### config.mk
export PLATFORM = sky130hd
export DESIGN_NAME = iir_out_fmt
export DESIGN_NICKNAME = d
export VERILOG_FILES = /design/src/rtl/iir_out_fmt.sv
export SDC_FILE = /design/constraint.sdc
export NUM_CORES = 1
export LEC_CHECK = 0
export CORE_ASPECT_RATIO = 1.5
export CORE_UTILIZATION = 50
export CTS_BUF_LIST = sky130_fd_sc_hd__clkbuf_4 sky130_fd_sc_hd__clkbuf_8 sky130_fd_sc_hd__clkbuf_16
export CTS_CLUSTER_DIAMETER = 150
export DETAILED_ROUTE_END_ITERATION = 16
export PLACE_DENSITY = 0.76
export SYNTH_ARGS = -nofsm -noshare
export SYNTH_HDL_FRONTEND = slang
export SYNTH_SLANG_ARGS = --single-unit
### constraint.sdc
create_clock -name clk -period 6.6 [get_ports clk]
set_clock_uncertainty 0.05 [all_clocks]
set_input_delay 0.99 -clock clk [delete_from_list [all_inputs] [get_ports clk]]
set_output_delay 0.99 -clock clk [all_outputs]
set_load 0.01 [all_outputs]
### src/rtl/iir_out_fmt.sv
// Output formatter for the IIR filter: sfix22_En14 -> sfix16_En12 (round half-up, saturate),
// followed by a small FIFO toward a valid/ready consumer, with overflow and clip statistics.
module iir_out_fmt #(
    parameter int DEPTH = 4,
    parameter int CNT_W = 16
) (
    input  logic                           clk,
    input  logic                           reset_n,
    input  logic [21:0]                    in_data,
    input  logic                           in_valid,
    output logic [15:0]                    out_data,
    output logic                           out_valid,
    input  logic                           out_ready,
    output logic [$clog2(DEPTH+1)-1:0]     level,
    output logic                           ovf,
    output logic [CNT_W-1:0]               sat_cnt,
    input  logic                           clr_stats
);

    localparam int LW = $clog2(DEPTH + 1);
    localparam int PW = $clog2(DEPTH);
    localparam logic [LW-1:0]    LVL_FULL = LW'(DEPTH);
    localparam logic [LW-1:0]    LVL_ONE  = LW'(1);
    localparam logic [PW-1:0]    PTR_ONE  = PW'(1);
    localparam logic [CNT_W-1:0] CNT_MAX  = '1;
    localparam logic [CNT_W-1:0] CNT_ONE  = CNT_W'(1);

    logic [20:0]   rnd;
    logic          pos_clip;
    logic          neg_clip;
    logic [15:0]   fmt_word;
    logic          fmt_sat;

    logic [15:0]   mem [DEPTH];
    logic [PW-1:0] wr_ptr;
    logic [PW-1:0] rd_ptr;
    logic [PW-1:0] rd_ptr_nxt;
    logic [LW-1:0] level_nxt;
    logic [15:0]   head_nxt;

    logic          full;
    logic          pop;
    logic          push;
    logic          drop;

    // Round half-up: drop two fraction bits, add back the first discarded bit.
    always_comb begin
        rnd      = {in_data[21], in_data[21:2]} + {20'd0, in_data[1]};
        pos_clip = ~rnd[20] & (|rnd[19:15]);
        neg_clip = rnd[20] & ~(&rnd[19:15]);
        fmt_sat  = pos_clip | neg_clip;
        if (pos_clip) begin
            fmt_word = 16'h7FFF;
        end else if (neg_clip) begin
            fmt_word = 16'h8000;
        end else begin
            fmt_word = rnd[15:0];
        end
    end

    assign full      = (level == LVL_FULL);
    assign out_valid = (level != '0);
    assign pop       = out_valid & out_ready;
    assign push      = in_valid & (~full | pop);
    assign drop      = in_valid & full & ~pop;

    // The incoming word becomes the head directly when nothing older survives this edge.
    always_comb begin
        level_nxt  = level;
        rd_ptr_nxt = rd_ptr;
        head_nxt   = out_data;
        if (push & ~pop) begin
            level_nxt = level + LVL_ONE;
        end else if (pop & ~push) begin
            level_nxt = level - LVL_ONE;
        end
        if (pop) begin
            rd_ptr_nxt = rd_ptr + PTR_ONE;
        end
        if (push && ((level == '0) || (level == LVL_ONE && pop))) begin
            head_nxt = fmt_word;
        end else if (level_nxt != '0) begin
            head_nxt = mem[rd_ptr_nxt];
        end
    end

    always_ff @(posedge clk) begin
        if (push) begin
            mem[wr_ptr] <= fmt_word;
        end
    end

    always_ff @(posedge clk or negedge reset_n) begin
        if (!reset_n) begin
            wr_ptr   <= '0;
            rd_ptr   <= '0;
            level    <= '0;
            out_data <= '0;
        end else begin
            if (push) begin
                wr_ptr <= wr_ptr + PTR_ONE;
            end
            rd_ptr   <= rd_ptr_nxt;
            level    <= level_nxt;
            out_data <= head_nxt;
        end
    end

    // Events take priority over a simultaneous clear.
    always_ff @(posedge clk or negedge reset_n) begin
        if (!reset_n) begin
            ovf     <= 1'b0;
            sat_cnt <= '0;
        end else begin
            if (drop) begin
                ovf <= 1'b1;
            end else if (clr_stats) begin
                ovf <= 1'b0;
            end
            if (push & fmt_sat) begin
                if (clr_stats) begin
                    sat_cnt <= CNT_ONE;
                end else if (sat_cnt != CNT_MAX) begin
                    sat_cnt <= sat_cnt + CNT_ONE;
                end
            end else if (clr_stats) begin
                sat_cnt <= '0;
            end
        end
    end

endmodule

Word-level counts from Yosys, hierarchy flattened. Memories as Yosys holds them, arrays and structs flattened. Index checks and enable logic that the tools add are counted. Widths: inputs -> output; s select.

Add/subtract/negate cells: 6. Equality and inequality tests: 3. Multiplexer cells: 15. Bitwise logic cells: 16. Reduce and logical (&&, ||, !) cells: 13.

Operators by type and width (count): $mux 16 (8); $add 20x2->21 (1); $add 16x1->16 const B (1); $ne 16x16->1 const B (1); $and 1x1->1 (9); $reduce_bool 2->1 (4); $mux 3 (2); $reduce_bool 3->1 (2); $not 1->1 (5); $reduce_and 5->1 (1); $reduce_or 5->1 (1); $add 2x1->2 const B (2); $mux 1 (4); $add 3x1->3 const B (1); $eq 3x1->1 const B (1); $eq 3x3->1 const B (1); $logic_not 3->1 (1); $sub 3x1->3 const B (1); $logic_and 1x1->1 (2); $mux 2 (1); $or 1x1->1 (2); $reduce_and 2->1 (1); $logic_or 1x1->1 (1).

Flip-flop bits (word level): 40. RAM bits: 64. Bits of input ports: 27. Output and inout bits: 37. Word-level logic and storage cells: 60. Memories: 1.

Memories: mem (depth 4, width 16, read ports 1, clocked after memory_dff 0, write ports 1, line 34) `logic [15:0] mem [DEPTH];`.

Logic depth before layout (Yosys ltp).
Word-level depth: 11. Depth in mapped cells: 11. Mapped depth without buffers: 9.

Worst setup path after synthesis. OpenSTA, ideal clock, no wires.

Path type: input to register. Start point: input in_data[1]. End point: register sat_cnt[3]. Library setup time: 128 ps. Data arrival time: 3191 ps. Required time: 6422 ps. Slack: 3232 ps. Stages: 9. Buffers on the path: 1. Cells stage by stage: ha_1 -> nand3_1 -> or4_4 -> o21a_1 -> or4_4 -> o21ai_4 -> buf_4 -> nor4b_1 -> mux2_1.

Word-level cells in the longest chain between the ends: 8. Elaborated cells on any way between the ends: 12. Those cells by class: 1 x add/sub; 1 x mux; 6 x bitwise; 4 x reduce/logical.

RTL lines: from (decl) (line 9) `input logic [21:0] in_data,`; $add 20x2->21 (*) (line 48) `rnd = {in_data[21], in_data[21:2]} + {20'd0, in_data[1]};`; $reduce_and 5->1 (line 50) `neg_clip = rnd[20] & ~(&rnd[19:15]);`; $not 1->1 (line 50); $and 1x1->1 (line 50); $or 1x1->1 (*) (line 51) `fmt_sat = pos_clip | neg_clip;`; $and 1x1->1 (*) (line 120) `if (push & fmt_sat) begin`; $reduce_bool 2->1 (no source line); $reduce_and 2->1 (no source line); to (signal assigned) (line 124) `sat_cnt <= sat_cnt + CNT_ONE;`; to (decl) (line 16) `output logic [CNT_W-1:0] sat_cnt,`.

Mark *: on every way between the ends. The rest lies on a longest branch, timed or not. A chain may end at the register's enable or synchronous reset.

Final worst setup path.
Start point: input in_data[1]. End point: register out_data[8].

Word-level cells in the longest chain between the ends: 7. Elaborated cells on any way between the ends: 10. Those cells by class: 1 x add/sub; 3 x mux; 4 x bitwise; 2 x reduce/logical.

RTL lines: $add 20x2->21 (*) (line 48); $reduce_and 5->1 (line 50); $not 1->1 (line 50); $and 1x1->1 (line 50); $mux 16 (line 54) `end else if (neg_clip) begin`; $mux 16 (*) (line 52) `if (pos_clip) begin`; net fmt_word[8] (line 31) `logic [15:0] fmt_word;`; $mux 16 (*) (line 80) `if (push && ((level == '0) || (level == LVL_ONE && pop))) begin`; to (signal assigned) (line 105) `out_data <= head_nxt;`; to (decl) (line 11) `output logic [15:0] out_data,`.

The timed path passes the listed nets; every way through them passes the cells marked *.

==> metrics.txt <==
# TYPE chip_impl_metric gauge
chip_impl_info{name="status",value="finished clean"} 1
chip_impl_metric{name="die_width",unit="µm"} 85.3
chip_impl_metric{name="drt-vias-per-instance",unit=""} 6.27
chip_impl_metric{name="clock_path_buffers",unit=""} 2
chip_impl_metric{name="worst_ir_drop_vdd",unit="mV"} 0.191
chip_impl_metric{name="finalSetupViolCount",unit=""} 0
chip_impl_metric{name="global_route_wire_length_before_repair",unit="mm"} 18.6
chip_impl_metric{name="antenna_violation_net_count_after_detailed_routing",unit=""} 0
chip_impl_info{name="rsz0062_at_grt",value="no"} 1
chip_impl_metric{name="flops_latches_synth",unit=""} 104
chip_impl_metric{name="asyncSetResetFlopFracSynth",unit=""} 0.385
chip_impl_metric{name="core_area",unit="µm²"} 10100
chip_impl_metric{name="path_clk_slew",unit="ns"} 0.07
chip_impl_metric{name="die_area",unit="µm²"} 10800
chip_impl_info{name="ys.flop_type",value="sky130_fd_sc_hd__edfxtp_1"} 1
chip_impl_metric{name="synth_cell_type_count",unit=""} 60
chip_impl_metric{name="drt_pass1_iterations",unit=""} 4
chip_impl_metric{name="critPathRequiredTime",unit="ns"} 6.79
chip_impl_metric{name="synth-seq-area-share",unit=""} 0.562
chip_impl_metric{name="p_per_area",unit="nW/µm²"} 398
chip_impl_metric{name="syn-instance-count",unit=""} 405
chip_impl_info{name="tritoncts",value="done"} 1
chip_impl_metric{name="timing_worst_slew_pin_value",unit="ns"} 1.02
chip_impl_metric{name="dieHeight",unit="µm"} 127
chip_impl_metric{name="io_pins",unit=""} 64
chip_impl_metric{name="grt_pass1_vias",unit=""} 3597
chip_impl_info{name="crit_type",value="in2reg"} 1
chip_impl_metric{name="slew_viol_final",unit=""} 0
chip_impl_metric{name="timing_hold_violations_final",unit=""} 0
chip_impl_metric{name="cellLeakagePower",unit="nW"} 2.29
chip_impl_metric{name="detailed_place.area",unit="µm²"} 5920
chip_impl_metric{name="synth_area_per_cell",unit="µm²"} 12.9
chip_impl_metric{name="hold_slack",unit="ns"} 0.436
chip_impl_metric{name="final_layout_size_suffix_gt1_frac",unit=""} 0.122
chip_impl_info{name="final_cell_mix",value="sky130_fd_sc_hd__edfxtp_1 (64), sky130_fd_sc_hd__clkdlybuf4s50_1 (61), sky130_fd_sc_hd__dfrtp_1 (40)"} 1
chip_impl_info{name="most_frequent_standard_cell_in_the_layout_excluding_fill_and_tap_cells",value="sky130_fd_sc_hd__edfxtp_1"} 1
chip_impl_metric{name="routed-via-count",unit=""} 3675
chip_impl_info{name="worst_hold_path_type",value="reg2reg"} 1
chip_impl_metric{name="cap_viol_max_count",unit=""} 0
chip_impl_metric{name="gr-total-overflow",unit=""} 0
chip_impl_metric{name="n_antenna_cell",unit=""} 0
chip_impl_info{name="crit_path_start_kind",value="input port"} 1
chip_impl_metric{name="syn_area",unit="µm²"} 5200
chip_impl_metric{name="synth.net_count",unit=""} 443
chip_impl_metric{name="worst-endpoint-arrival",unit="ns"} 4.56
chip_impl_metric{name="wl_per_cell",unit="µm"} 20.3
chip_impl_metric{name="drcViolationCount",unit=""} 0
chip_impl_metric{name="drt_first_iter_violations",unit=""} 268
chip_impl_info{name="endpoint_kind",value="flop"} 1
chip_impl_metric{name="count_of_clock_tree_sinks",unit=""} 104
chip_impl_metric{name="synth-warning-count",unit=""} 0
chip_impl_metric{name="stdcell_area",unit="µm²"} 6190
chip_impl_metric{name="nets",unit=""} 502
chip_impl_metric{name="h_tree_levels",unit=""} 3
chip_impl_metric{name="antenna_found_initial",unit=""} 0
chip_impl_metric{name="timing.setup.tns",unit="ns"} 0
chip_impl_metric{name="postCtsSetupRepairBufs",unit=""} 0
chip_impl_metric{name="clock.fmax",unit="GHz"} 0.229
chip_impl_metric{name="routabilityCongestion",unit=""} 0.874
chip_impl_metric{name="area_growth_syn_to_layout",unit="%"} 18.9
chip_impl_metric{name="worst_skew_pair.late_latency",unit="ns"} 0.35
chip_impl_metric{name="placementRows",unit=""} 45
chip_impl_metric{name="io_buffer_count",unit=""} 62
chip_impl_metric{name="period_minus_ws_final",unit="ns"} 4.37
chip_impl_metric{name="hpwlAfterDp",unit="mm"} 7.94
chip_impl_metric{name="postCtsHoldBufs",unit=""} 0
chip_impl_metric{name="grt_start_max_net_pins",unit=""} 41
chip_impl_info{name="ctsRootBufferMaster",value="sky130_fd_sc_hd__clkbuf_16"} 1
chip_impl_metric{name="slew_headroom",unit=""} 0.323
chip_impl_metric{name="final_util",unit=""} 0.611
chip_impl_metric{name="synth-edff-count",unit=""} 64
chip_impl_metric{name="drt-total-wl",unit="mm"} 11.9
chip_impl_metric{name="grt_usage",unit=""} 0.231
chip_impl_metric{name="min_period_over_period",unit=""} 0.662
chip_impl_metric{name="initial_core_util",unit=""} 0.514
chip_impl_metric{name="post_cts_resize_count",unit=""} 0
chip_impl_metric{name="critical_path_peak_fanout",unit=""} 13
chip_impl_metric{name="cts_inserted_buffers",unit=""} 9
## logic make-up after synthesis
| kind of cell | synth area share |
|---|---|
| buf+inv | 0.0267 |
| xor+xnor | 0.0337 |
| mux | 0.0877 |
| compound gates | 0.114 |
| simple gates | 0.150 |
| fa+ha+maj | 0.0264 |
| flops | 0.562 |
## metal layers
layer  vias up  GRT usage  share of wire
met2       121      0.404           0.52
met4         0      0.109          0.025
met5         -          0              0
met1      1844      0.273           0.39
li1       1691          -              -
met3        19     0.0423          0.059
## Yosys cell counts, types with 4 or more instances
cell type                   n  share of area
sky130_fd_sc_hd__nor3_1    10         0.0096
sky130_fd_sc_hd__nand2b_1   4         0.0048
sky130_fd_sc_hd__o21ai_0   10         0.0096
sky130_fd_sc_hd__and3_1     9          0.011
sky130_fd_sc_hd__and2_1     5         0.0060
sky130_fd_sc_hd__nor4_1     5         0.0060
sky130_fd_sc_hd__dfrtp_1   40           0.19
sky130_fd_sc_hd__or4_1     10          0.014
sky130_fd_sc_hd__clkbuf_1   8         0.0058
sky130_fd_sc_hd__a21o_1     8          0.012
sky130_fd_sc_hd__mux2_1     5          0.011
sky130_fd_sc_hd__a22o_1    11          0.019
sky130_fd_sc_hd__buf_2      6         0.0058
sky130_fd_sc_hd__inv_1     13         0.0094
sky130_fd_sc_hd__nor2_1    19          0.014
sky130_fd_sc_hd__or3_1      5         0.0060
sky130_fd_sc_hd__nand4_1   10          0.012
sky130_fd_sc_hd__ha_1      11          0.026
sky130_fd_sc_hd__or2_2      5         0.0060
sky130_fd_sc_hd__xor2_1     8          0.013
sky130_fd_sc_hd__mux4_2    16          0.069
sky130_fd_sc_hd__o31ai_1    8          0.012
sky130_fd_sc_hd__mux2i_1    4         0.0077
sky130_fd_sc_hd__nor2b_1    6         0.0072
sky130_fd_sc_hd__a21oi_1   15          0.014
sky130_fd_sc_hd__edfxtp_1  64           0.37
sky130_fd_sc_hd__xnor2_1   12          0.020
sky130_fd_sc_hd__nand2_1   18          0.013
sky130_fd_sc_hd__nand3_1   12          0.012
sky130_fd_sc_hd__a211oi_1   4         0.0058
## critical path, stage by stage
cell and delay (ns):
sky130_fd_sc_hd__clkdlybuf4s50_1 0.52, sky130_fd_sc_hd__ha_1 0.22, sky130_fd_sc_hd__nand3_1 0.23, sky130_fd_sc_hd__or4_4 0.56
sky130_fd_sc_hd__o21a_1 0.20, sky130_fd_sc_hd__or4_4 0.53, sky130_fd_sc_hd__o21ai_2 0.54, sky130_fd_sc_hd__o21ai_0 0.39
sky130_fd_sc_hd__o221a_2 0.38
## where the power goes
part / switching [W] / internal [W] / total (W)
registers: 0.0000803 / 0.000870 / 0.000950
logic: 0.000491 / 0.000524 / 0.00101
clock network: 0.000225 / 0.000272 / 0.000497
## final timing paths
| path | start | depth (start not counted) | slack (ns) | endpoint |
|---|---|---|---|---|
| max | in_data[1] | 9 | 2.23 | out_data[8]$_DFFE_PN0P_ |
| min | out_data[15]$_DFFE_PN0P_ | 2 | 0.44 | out_data[15]$_DFFE_PN0P_ |
| max reg2reg | sat_cnt[0]$_DFFE_PN0P_ | 7 | 3.54 | sat_cnt[2]$_DFFE_PN0P_ |
| min reg2reg | out_data[15]$_DFFE_PN0P_ | 2 | 0.44 | out_data[15]$_DFFE_PN0P_ |
| max in group asynchronous | reset_n | 1 | 5.10 | level[2]$_DFF_PN0_ |
| min in group asynchronous | reset_n | 1 | 0.77 | out_data[7]$_DFFE_PN0P_ |
## cell type report
class	instances	area, µm²
fill	807	3940
clock inverter	3	20.0
tap	117	146
sequential	104	2920
clock buffer	13	255
multi-input combinational	270	2160
timing repair buffer	65	638
inverter	14	52.6
## metrics by stage
| step | total power (W) | cells | setup WS, ns |
|---|---|---|---|
| after floorplan | 0.00163 | 405 | 3.23 |
| after global placement | 0.00196 | 570 | 2.03 |
| after detailed placement | 0.00198 | 570 | 1.91 |
| after CTS | 0.00248 | 586 | 2.25 |
| after global routing | 0.00259 | 586 | 1.97 |
| final | 0.00246 | 586 | 2.23 |
## sequential cells by signal, indices dropped and copies added, names as in the netlist
register	cells
rd_ptr	2
mem	64
wr_ptr	2
out_data	16
sat_cnt	16
ovf	1
level	3
Power figures use the tool's default switching activity.
